<file path="src/rtl/sine_plotter.sv">
// Two-stage pixel pipeline that plots a scrolling sine trace in a 256-row window.
// A small HOLD/RUN FSM advances the horizontal phase offset once every `speed` frames.
module sine_plotter #(
  parameter int          TOP_ROW     = 176,
  parameter logic [11:0] TRACE_COLOR = 12'h0F0,
  parameter logic [11:0] AXIS_COLOR  = 12'h444
) (
  input  logic        clk,
  input  logic        reset,
  input  logic        pix_tick,
  input  logic [9:0]  hcount,
  input  logic [9:0]  vcount,
  input  logic        video_on,
  input  logic        frame_start,
  input  logic [2:0]  speed,
  input  logic        dir,
  output logic [5:0]  phase,
  input  logic [3:0]  amp,
  output logic [11:0] rgb
);

  localparam logic [9:0] TOP      = 10'(TOP_ROW);
  localparam logic [9:0] AXIS_ROW = 10'(TOP_ROW + 127);

  typedef enum logic {HOLD, RUN} state_t;

  state_t      state;
  logic [5:0]  offset;
  logic [2:0]  frame_cnt;
  logic [9:0]  vcount_d;
  logic        von_d;

  logic [9:0]  rel;
  logic        in_win;
  logic [3:0]  lvl;
  logic [11:0] colour;
  logic [5:0]  next_offset;
  logic [2:0]  next_cnt;

  // Column groups of 8 pixels; only the low 6 bits of the group index survive mod 64.
  logic unused_hcount_bits;
  assign unused_hcount_bits = ^{hcount[9], hcount[2:0]};

  always_comb begin
    rel    = vcount_d - TOP;
    in_win = (vcount_d >= TOP) && (rel <= 10'd255);
    lvl    = 4'd15 - rel[7:4];
    colour = 12'h000;
    if (von_d && in_win) begin
      if (lvl == amp)
        colour = TRACE_COLOR;
      else if (vcount_d == AXIS_ROW)
        colour = AXIS_COLOR;
    end
  end

  always_ff @(posedge clk) begin
    if (reset) begin
      phase    <= 6'd0;
      vcount_d <= 10'd0;
      von_d    <= 1'b0;
      rgb      <= 12'h000;
    end else if (pix_tick) begin
      phase    <= hcount[8:3] + offset;
      vcount_d <= vcount;
      von_d    <= video_on;
      rgb      <= colour;
    end
  end

  // Using >= rather than == lets a speed decrease below frame_cnt step on the next frame.
  always_comb begin
    next_offset = offset;
    next_cnt    = frame_cnt + 3'd1;
    if (frame_cnt >= speed - 3'd1) begin
      next_cnt    = 3'd0;
      next_offset = dir ? offset - 6'd1 : offset + 6'd1;
    end
  end

  always_ff @(posedge clk) begin
    if (reset) begin
      state     <= HOLD;
      offset    <= 6'd0;
      frame_cnt <= 3'd0;
    end else if (frame_start) begin
      case (state)
        HOLD: begin
          if (speed != 3'd0) begin
            state     <= RUN;
            offset    <= next_offset;
            frame_cnt <= next_cnt;
          end
        end
        RUN: begin
          if (speed == 3'd0) begin
            state <= HOLD;
          end else begin
            offset    <= next_offset;
            frame_cnt <= next_cnt;
          end
        end
        default: state <= HOLD;
      endcase
    end
  end

endmodule

</file>
<file path="config.mk">
export PLATFORM = sky130hd
export DESIGN_NAME = sine_plotter
export DESIGN_NICKNAME = d
export VERILOG_FILES = /design/src/rtl/sine_plotter.sv
export SDC_FILE = /design/constraint.sdc
export NUM_CORES = 1
export LEC_CHECK = 0
export BUFFER_PORTS_ARGS = -buffer_cell sky130_fd_sc_hd__clkbuf_2
export CORE_ASPECT_RATIO = 0.5
export CORE_MARGIN = 1
export CORE_UTILIZATION = 47
export DETAILED_ROUTE_END_ITERATION = 7
export PLACE_DENSITY = 0.73
export SLEW_MARGIN = 30
export SYNTH_ARGS = -nofsm -noshare
export SYNTH_HDL_FRONTEND = slang
export SYNTH_SLANG_ARGS = --single-unit
</file>
<file path="constraint.sdc">
create_clock -name clk -period 2.13 [get_ports clk]
set_clock_uncertainty 0.1 [all_clocks]
set_input_delay 0.3195 -clock clk [delete_from_list [all_inputs] [get_ports clk]]
set_output_delay 0.3195 -clock clk [all_outputs]
set_load 0.005 [all_outputs]
</file>
### After elaboration in Yosys (flattened, before gate mapping)

Cells that the tools add are included.

* bits in registers: 39
* RAM bits: 0
* bits in latches: 0
* logic and storage cells: 42
* bits of input ports: 33
* memories: 0
* ROM bits: 0

* shift-type cells: 0
* bitwise logic cells: 1
* $add $sub $neg: 7
* $mul: 0
* div/mod/pow operators: 0
* reduce and logical (&&, ||, !) cells: 5
* $lt $le $gt $ge: 3
* equal/unequal tests: 4
* multiplexer cells: 15

Operators with widths (number)
* 2-to-1 mux 11 bit: 3
* 2-to-1 mux 6 bit: 4
* case mux 6 bit (2 select lines): 1
* == test 10 x 9 -> 1 bit, second input constant: 1
* greater-or-equal comparator 10 x 8 -> 1 bit, second input constant: 1
* <= comparator 10 x 8 -> 1 bit, second input constant: 1
* subtractor 10 x 8 -> 10 bit, second input constant: 1
* 2-to-1 mux 3 bit: 3
* adder 6 x 1 -> 6 bit, second input constant: 1
* adder 6 bit: 1
* case mux 3 bit (2 select lines): 1
* subtractor 6 x 1 -> 6 bit, second input constant: 1
* == test 4 bit: 1
* != test 2 bit, second input constant: 2
* subtractor 4 bit, first input constant: 1
* adder 3 x 1 -> 3 bit, second input constant: 1
* greater-or-equal comparator 3 bit: 1
* zero test 3 bit: 1
* AND reduction 3 bit: 1
* nonzero test 3 bit: 1
* subtractor 3 x 1 -> 3 bit, second input constant: 1
* logical AND 1 bit: 2
* 2-to-1 mux 1 bit: 2
* case mux 1 bit (2 select lines): 1
* NOT 1 bit: 1

### Logic depth before layout (Yosys ltp)

Gate-level depths: netlist of the first run.

* word-level depth: 5
* depth in mapped cells: 10
* mapped depth without buffers: 9

### Worst setup path after synthesis of the first run

OpenSTA, ideal clock, no wires.

* path type: in2reg
* from: input speed[0]
* to: register offset[5]
* path buffers: 1
* slack: -0.038 ns
* data arrival time: 1.946 ns
* stages: 10
* setup time: 0.121 ns
* cells stage by stage: inv_1 -> ha_1 -> xnor2_1 -> ha_1 -> nand2_1 -> o21ai_2 -> nor2b_4 -> buf_6 -> and3b_1 -> mux2_4

* cells in the longest elaborated chain, start to end: 5
* elaborated cells on any way between the ends: 11
* classes of those cells: 1 x add/sub; 1 x order compare; 2 x eq/ne; 4 x mux; 3 x reduce/logical

RTL lines
* start: declaration: RTL line 15 `input logic [2:0] speed,`
* subtractor 3 x 1 -> 3 bit: RTL line 75 `if (frame_cnt >= speed - 3'd1) begin`
* greater-or-equal comparator 3 bit: RTL line 75
* 2-to-1 mux 6 bit: RTL line 75
* 2-to-1 mux 6 bit, on equally long branches: RTL line 96, 89
* case mux 6 bit (2 select lines): RTL line 87 `case (state)`
* end signal: assignment: RTL line 91 `offset <= next_offset;`
* end signal: assignment: RTL line 99 `offset <= next_offset;`
* end: declaration: RTL line 28 `logic [5:0] offset;`

Parallel ways exist; a longest one is shown, timed or not. The select of a mux whose other input is x is not followed.
A chain may end at the register's enable or synchronous reset.

### Final worst setup path of the first run

* from: register offset[0]
* to: register phase[4]

* cells in the longest elaborated chain, start to end: 1

RTL lines
* adder 6 bit: RTL line 64 `phase <= hcount[8:3] + offset;`
* end signal: assignment: RTL line 64
* end: declaration: RTL line 17 `output logic [5:0] phase,`

No other way between the ends.

==> qor.csv, run 1 <==
stage,metric,value,unit
synth,Yosys top cell area share,31.5,%
worst_hold_path,hold depth,3,
sta,final hold viol count,0,
layout,layout cell share with drive strength beyond 1,26.9,%
clock_network,Clock Root Buffer,clkbuf_8,
synth,Post-synth top flop,dfxtp_1,
floorplanning,Rows,15,
power,leakage power,0.00101,uW
detailed_routing,Post-Route WL,3350,um
sta,Pins Over Slew Limit,0,
power,Clock Power Share,32.8,%
floorplanning,Die Y,46.3,um
placement,area post-placement,2070,um2
detailed_routing,Pre-antenna DRT Iters,4,
synth,sequential share of the synthesized area,31.5,%
clock_network,Clock Tree Buf Depth,2,
clock_network,"Hold-fix buffers, CTS",0,
layout,synthesis-to-finish area growth,17.0,%
global_route,"Remaining Overflow, GRT",0,
detailed_routing,DRT iter0 DRCs,35,
synth,Post-Synthesis Cell Area,1840,um2
setup_path,critical path startpoint category,flip-flop,
synth,syn_area_per_cell,9.18,um2
sta,Tmin final,1.92,ns
sta,RSZ-0062 raised after global routing,false,
layout,post-route cell area,2160,um2
power,switching part of the total power,27.3,%
setup_path,reg2reg end,phase[4]$_SDFFE_PP0P_,
clock_network,# H-tree levels,2,
global_route,first-pass GRT wire length,5520,um
floorplanning,Core Region,3580,um2
synth,Ys Warns,0,
global_route,initial antenna violation count,0,
floorplanning,Die W,90.6,um
detailed_routing,number of routed nets with antenna violations,0,
floorplanning,IO Pins,51,
sta,final period utilization,89.9,%
setup_path,worst path arrival time,2.02,ns
detailed_routing,drt drc,0,
setup_path,crit path launch,offset[0]$_SDFFE_PP0P_,
synth,#FFs+latches synth,29,
power,power per cell area,631,nW/um2
run_status,status,completed,
clock_network,CTS tree,done,
floorplanning,Initial Util,51.4,%
synth,number of flops mapped to enable cells by yosys,0,
sta,setup violators final,0,
clock_network,clk sink count,29,
power,worst vdd ir,0.276,mV
setup_path,"delay-heaviest family, CP",adder cells,
detailed_routing,WL per Instance,11.4,um
clock_network,setup repair bufs after CTS,0,
synth,Synth area leaders,"dfxtp_1 (31%), ha_1 (12%), mux2i_1 (9.2%)",
clock_network,"CTS clk-pin slew, worst paths",0.06,ns
sta,Hold Slack,0.181,ns
detailed_routing,vias after detailed routing,1437,
clock_network,TritonCTS buffer count,5,
setup_path,reg2reg path depth,8,
layout,fill count,321,
power,Seq pwr share,44.8,%
setup_path,crit path capture type,flip-flop,
synth,Gate Count Post-Synth,201,
sta,Max Fclk,0.522,GHz
global_route,number of global-route vias before repair,1348,
worst_hold_path,HP Start,vcount[6],
global_route,largest net degree at the start of global routing,21,
placement,PortBufs,40,
clock_network,post_cts resized,0,
worst_hold_path,Hold EP,vcount_d[6]$_SDFFE_PP0P_,
global_route,All-Layer GR Usage,17.3,%
synth,share of synthesized registers carrying an async set or reset,0,%
worst_hold_path,Hold WC Path Type,primary input to flip-flop,
setup_path,critical path peak fanout,5,
setup_path,r2r setup slk,0.21,ns
layout,fin nets,294,
setup_path,reg2reg start,offset[0]$_SDFFE_PP0P_,
placement,Placer Congestion,0.715,
setup_path,Setup CP Type,flip-flop to flip-flop,
setup_path,CP max-delay cell,dfxtp_1,
setup_path,Max stage delay on crit path,0.45,ns
placement,HPWL after DPL,2650,um
power,total power draw,1360,uW
synth,Synth area leader,dfxtp_1,
clock_network,Worst-Skew Late Latency,0.27,ns
detailed_routing,detail-routed via count per cell,4.90,
synth,Synth cell types,41,
setup_path,critical path data required time,2.23,ns
power,Switch Pwr,371,uW
job,max-cap violations,0,
power,Comb power frac,22.4,%
power,Int Pwr,990,uW
setup_path,crit path cell chain,ha_1 -> inv_1 -> fa_1 -> nor2b_1 -> o21a_1 -> nor3_1 -> nand3b_1 -> a21oi_1,
layout,diode count,0,
floorplanning,die area,4190,um2
setup_path,worst path buffer plus inverter count,1,
## state kept, by name (all words and copies together) (netlist names)
| register | flops |
|---|---|
| frame_cnt | 3 |
| offset | 6 |
| phase | 6 |
| rgb | 3 |
| vcount_d | 10 |
| von_d | 1 |
## worst max-delay path by stage
stage	slack, ns	endpoint	cells past startpoint
after floorplan	0.004	offset[5]$_SDFFE_PP0P_	10
after global placement	0.02	offset[5]$_SDFFE_PP0P_	10
after detailed placement	-0.02	offset[5]$_SDFFE_PP0P_	10
after CTS	0.21	phase[4]$_SDFFE_PP0P_	8
after global routing	0.09	phase[4]$_SDFFE_PP0P_	8
final	0.21	phase[4]$_SDFFE_PP0P_	8
## cells by family after synthesis
kind of cell             synth area share (%)
adder cells (fa/ha/maj)                  13.7
other                                   0.203
AND/OR/NAND/NOR                          17.5
AO/OA/AOI/OAI                            11.9
flip-flops                               31.5
XOR/XNOR                                 7.06
buffers and inverters                    8.14
multiplexers                             10.0
## per-stage QoR
step / utilization [%] / std cells / setup slack, ns / setup TNS (ns)
after CTS: 60.2 / 293 / 0.213 / 0
after floorplan: - / 206 / 0.00371 / 0
after global routing: 60.2 / 293 / 0.0902 / 0
after detailed placement: 57.8 / 286 / -0.0159 / -0.0239
after global placement: 57.8 / 286 / 0.0207 / 0
final: 60.2 / 293 / 0.214 / 0
## area by class of cell
type	instances	area (um2)	share of cell area [%]
Sequential cell	29	581	26.9
Clock buffer	7	86.3	4.00
Timing Repair Buffer	45	238	11.0
Multi-Input combinational cell	149	1140	53.0
Inverter	12	45.0	2.09
Tap cell	51	63.8	2.96
## cells in the final DEF (no fill, tap or decap), types with 4 or more instances in the layout
| cell type | synthesis | layout |
|---|---|---|
| a21oi_1 | 13 | 13 |
| buf_4 | 9 | 5 |
| clkbuf_2 | 0 | 40 |
| clkbuf_8 | 0 | 6 |
| conb_1 | 1 | 6 |
| dfxtp_1 | 29 | 29 |
| ha_1 | 17 | 16 |
| inv_1 | 12 | 10 |
| mux2i_1 | 17 | 17 |
| nand2b_1 | 5 | 5 |
| nor2_1 | 27 | 27 |
| nor2b_1 | 6 | 6 |
| nor3_1 | 5 | 5 |
| o21ai_0 | 5 | 5 |
| xnor2_1 | 9 | 9 |
| xor2_1 | 4 | 4 |
## worst reg2reg max path, cell delays in order, from the launching register on
cell and delay (ns):
dfxtp_1 0.45, ha_1 0.21, inv_1 0.05, fa_1 0.40
nor2b_1 0.12, o21a_1 0.15, nor3_1 0.05, nand3b_1 0.16
a21oi_1 0.15
## power groups by stage
stage               clock network, uW  registers, uW  logic (uW)
CTS                               460            610         309
global placement                    0            620         294
floorplan                           0            615         232
detailed placement                  0            621         306
global route                      484            615         344
finish                            446            610         305
## cell usage after synthesis, types with 3 or more instances
cell type / n
nand3b_1: 3
nor3_1: 5
inv_1: 12
nand2b_1: 5
o21ai_0: 5
nor2b_1: 6
ha_1: 17
dfxtp_1: 29
mux2i_1: 17
buf_2: 3
xor2_1: 4
nor2_1: 27
a21oi_1: 13
buf_4: 9
xnor2_1: 9
## per-layer routing
metal | global-route usage (%) | up-vias | part of all wire, %
li1 | - | 751 | -
met4 | 4.84 | 0 | 0.84
met3 | 6.44 | 4 | 4.3
met2 | 33.2 | 26 | 47
met5 | 0 | - | 0
met1 | 18.6 | 656 | 48
Power figures use the tool's default switching activity.
==> run 2: changes to the inputs <==
--- a/config.mk
+++ b/config.mk
@@ -11,7 +11,7 @@
 export CORE_UTILIZATION = 47
 export DETAILED_ROUTE_END_ITERATION = 7
 export PLACE_DENSITY = 0.73
-export SLEW_MARGIN = 30
+export RECOVER_POWER = 25
 export SYNTH_ARGS = -nofsm -noshare
 export SYNTH_HDL_FRONTEND = slang
 export SYNTH_SLANG_ARGS = --single-unit
==> qor.csv, run 2 (synthesized netlist as in run 1, its figures left out) <==
stage,metric,value,unit
sta,Slew @ Worst Pin,0.894,ns
placement,pre-CTS setup slack,-0.0159,ns
sta,Slew headroom,40.4,%
setup_path,worst path arrival time,2.02,ns
global_route,first-pass GRT wire length,5520,um
sta,final hold viol count,0,
layout,top flop regs,"vcount_d (10), offset (6), phase (6)",
layout,max reg flops,10,
global_route,"Remaining Overflow, GRT",0,
detailed_routing,detail-routed via count per cell,4.92,
sta,final period utilization,90.1,%
layout,layout cell share with drive strength beyond 1,25.2,%
sta,setup violators final,0,
setup_path,critical path peak fanout,5,
sta,setup_tns,0,ns
clock_network,setup repair bufs after CTS,0,
worst_hold_path,Hold WC Path Type,primary input to flip-flop,
clock_network,post_cts resized,0,
layout,diode count,0,
detailed_routing,WL per Instance,11.4,um
sta,final worst setup slack,0.211,ns
layout,"commonest non-fill, non-tap cell in the layout",clkbuf_2,
sta,Max Fclk,0.521,GHz
floorplanning,die area,4190,um2
layout,synthesis-to-finish area growth,16.5,%
floorplanning,Die W,90.6,um
setup_path,worst path buffer plus inverter count,1,
floorplanning,Core Region,3580,um2
clock_network,"Hold-fix buffers, CTS",0,
setup_path,"delay-heaviest family, CP",adder cells,
floorplanning,Initial Util,51.4,%
clock_network,TritonCTS buffer count,5,
placement,Placer Congestion,0.715,
placement,Cell Count Post-Placement,286,
power,leakage power,0.000995,uW
setup_path,critical path data required time,2.23,ns
global_route,All-Layer GR Usage,17.3,%
sta,RSZ-0062 raised after global routing,false,
setup_path,critical path startpoint category,flip-flop,
detailed_routing,DRT iter0 DRCs,27,
clock_network,"CTS clk-pin slew, worst paths",0.06,ns
run_status,status,completed,
global_route,number of global-route vias before repair,1348,
power,worst vdd ir,0.276,mV
layout,fin nets,294,
setup_path,crit path capture type,flip-flop,
placement,area post-placement,2070,um2
detailed_routing,number of routed nets with antenna violations,0,
detailed_routing,Pre-antenna DRT Iters,4,
floorplanning,Die Y,46.3,um
layout,fill count,324,
detailed_routing,Post-Route WL,3350,um
placement,HPWL after DPL,2650,um
setup_path,crit path cell chain,ha_1 -> inv_1 -> fa_1 -> nor2b_1 -> o21a_1 -> nor3_1 -> nand3b_1 -> a21oi_1,
layout,"Most flops, register",vcount_d,
floorplanning,Rows,15,
sta,Pins Over Slew Limit,0,
layout,FF+latch area,581,um2
setup_path,Max stage delay on crit path,0.44,ns
floorplanning,IO Pins,51,
setup_path,r2r setup slk,0.21,ns
clock_network,# H-tree levels,2,
setup_path,CP max-delay cell,dfxtp_1,
detailed_routing,vias after detailed routing,1442,
setup_path,Setup CP Type,flip-flop to flip-flop,
layout,Layout Cells excl Fill,293,
global_route,initial antenna violation count,0,
clock_network,Worst-Skew Late Latency,0.27,ns
job,max-cap violations,0,
layout,post-route cell area,2150,um2
clock_network,CTS tree,done,
clock_network,Clock Tree Buf Depth,2,
layout,most frequent cells in the layout,"clkbuf_2 (38), dfxtp_1 (29), nor2_1 (27), mux2i_1 (17), ha_1 (16)",
sta,Tmin final,1.92,ns
placement,PortBufs,40,
clock_network,Clock Root Buffer,clkbuf_8,
clock_network,clk sink count,29,
power,power per cell area,633,nW/um2
layout,post-layout util,59.9,%
global_route,largest net degree at the start of global routing,21,
detailed_routing,drt drc,0,
layout,Multi-input gate area,1140,um2
run 2: cell types whose count changed in the layout (fill, tap and decap cells not counted), sizes merged:
cell,before,now
buf,5,3
clkbuf,47,49
run 2: cell type report:
type | count | area share, %
Inverter | 12 | 2.10
Tap cell | 51 | 2.97
Timing Repair Buffer | 45 | 10.6
Multi-Input combinational cell | 149 | 53.3
Sequential cell | 29 | 27.0
Clock buffer | 7 | 4.02
run 2: routing by layer:
layer,global-route usage [%],vias to the layer above,share of wire [%]
li1,-,749,-
met2,33.2,28,48
met4,4.84,0,0.84
met1,18.6,661,47
met5,0,-,0
met3,6.44,4,4.4
run 2: worst paths after layout:
check / to / start / depth (start not counted)
worst min-delay path: vcount_d[6]$_SDFFE_PP0P_ / vcount[6] / 3
worst max-delay path: phase[4]$_SDFFE_PP0P_ / offset[0]$_SDFFE_PP0P_ / 8
worst max register to register: phase[4]$_SDFFE_PP0P_ / offset[0]$_SDFFE_PP0P_ / 8
worst min register to register: rgb[6]$_SDFFE_PP0P_ / rgb[6]$_SDFFE_PP0P_ / 2
run 2: through the flow:
step | hold slack (ns) | total power [uW]
2_1_floorplan | 0.360 | 847
6_report | 0.182 | 1360
5_1_grt | 0.189 | 1440
3_3_place_gp | 0.360 | 914
4_1_cts | 0.180 | 1380
3_5_place_dp | 0.370 | 928
run 2: report_power, final:
part           total [uW]  internal, uW  switching (uW)
Combinational         303           153             150
Sequential            610           579            31.0
Clock                 446           256             191
Total                1360           988             371
run 2: worst register-to-register path, cell delays in order (launching register included):
cell	delay [ns]
dfxtp_1	0.44
ha_1	0.21
inv_1	0.05
fa_1	0.40
nor2b_1	0.13
o21a_1	0.15
nor3_1	0.05
nand3b_1	0.16
a21oi_1	0.15
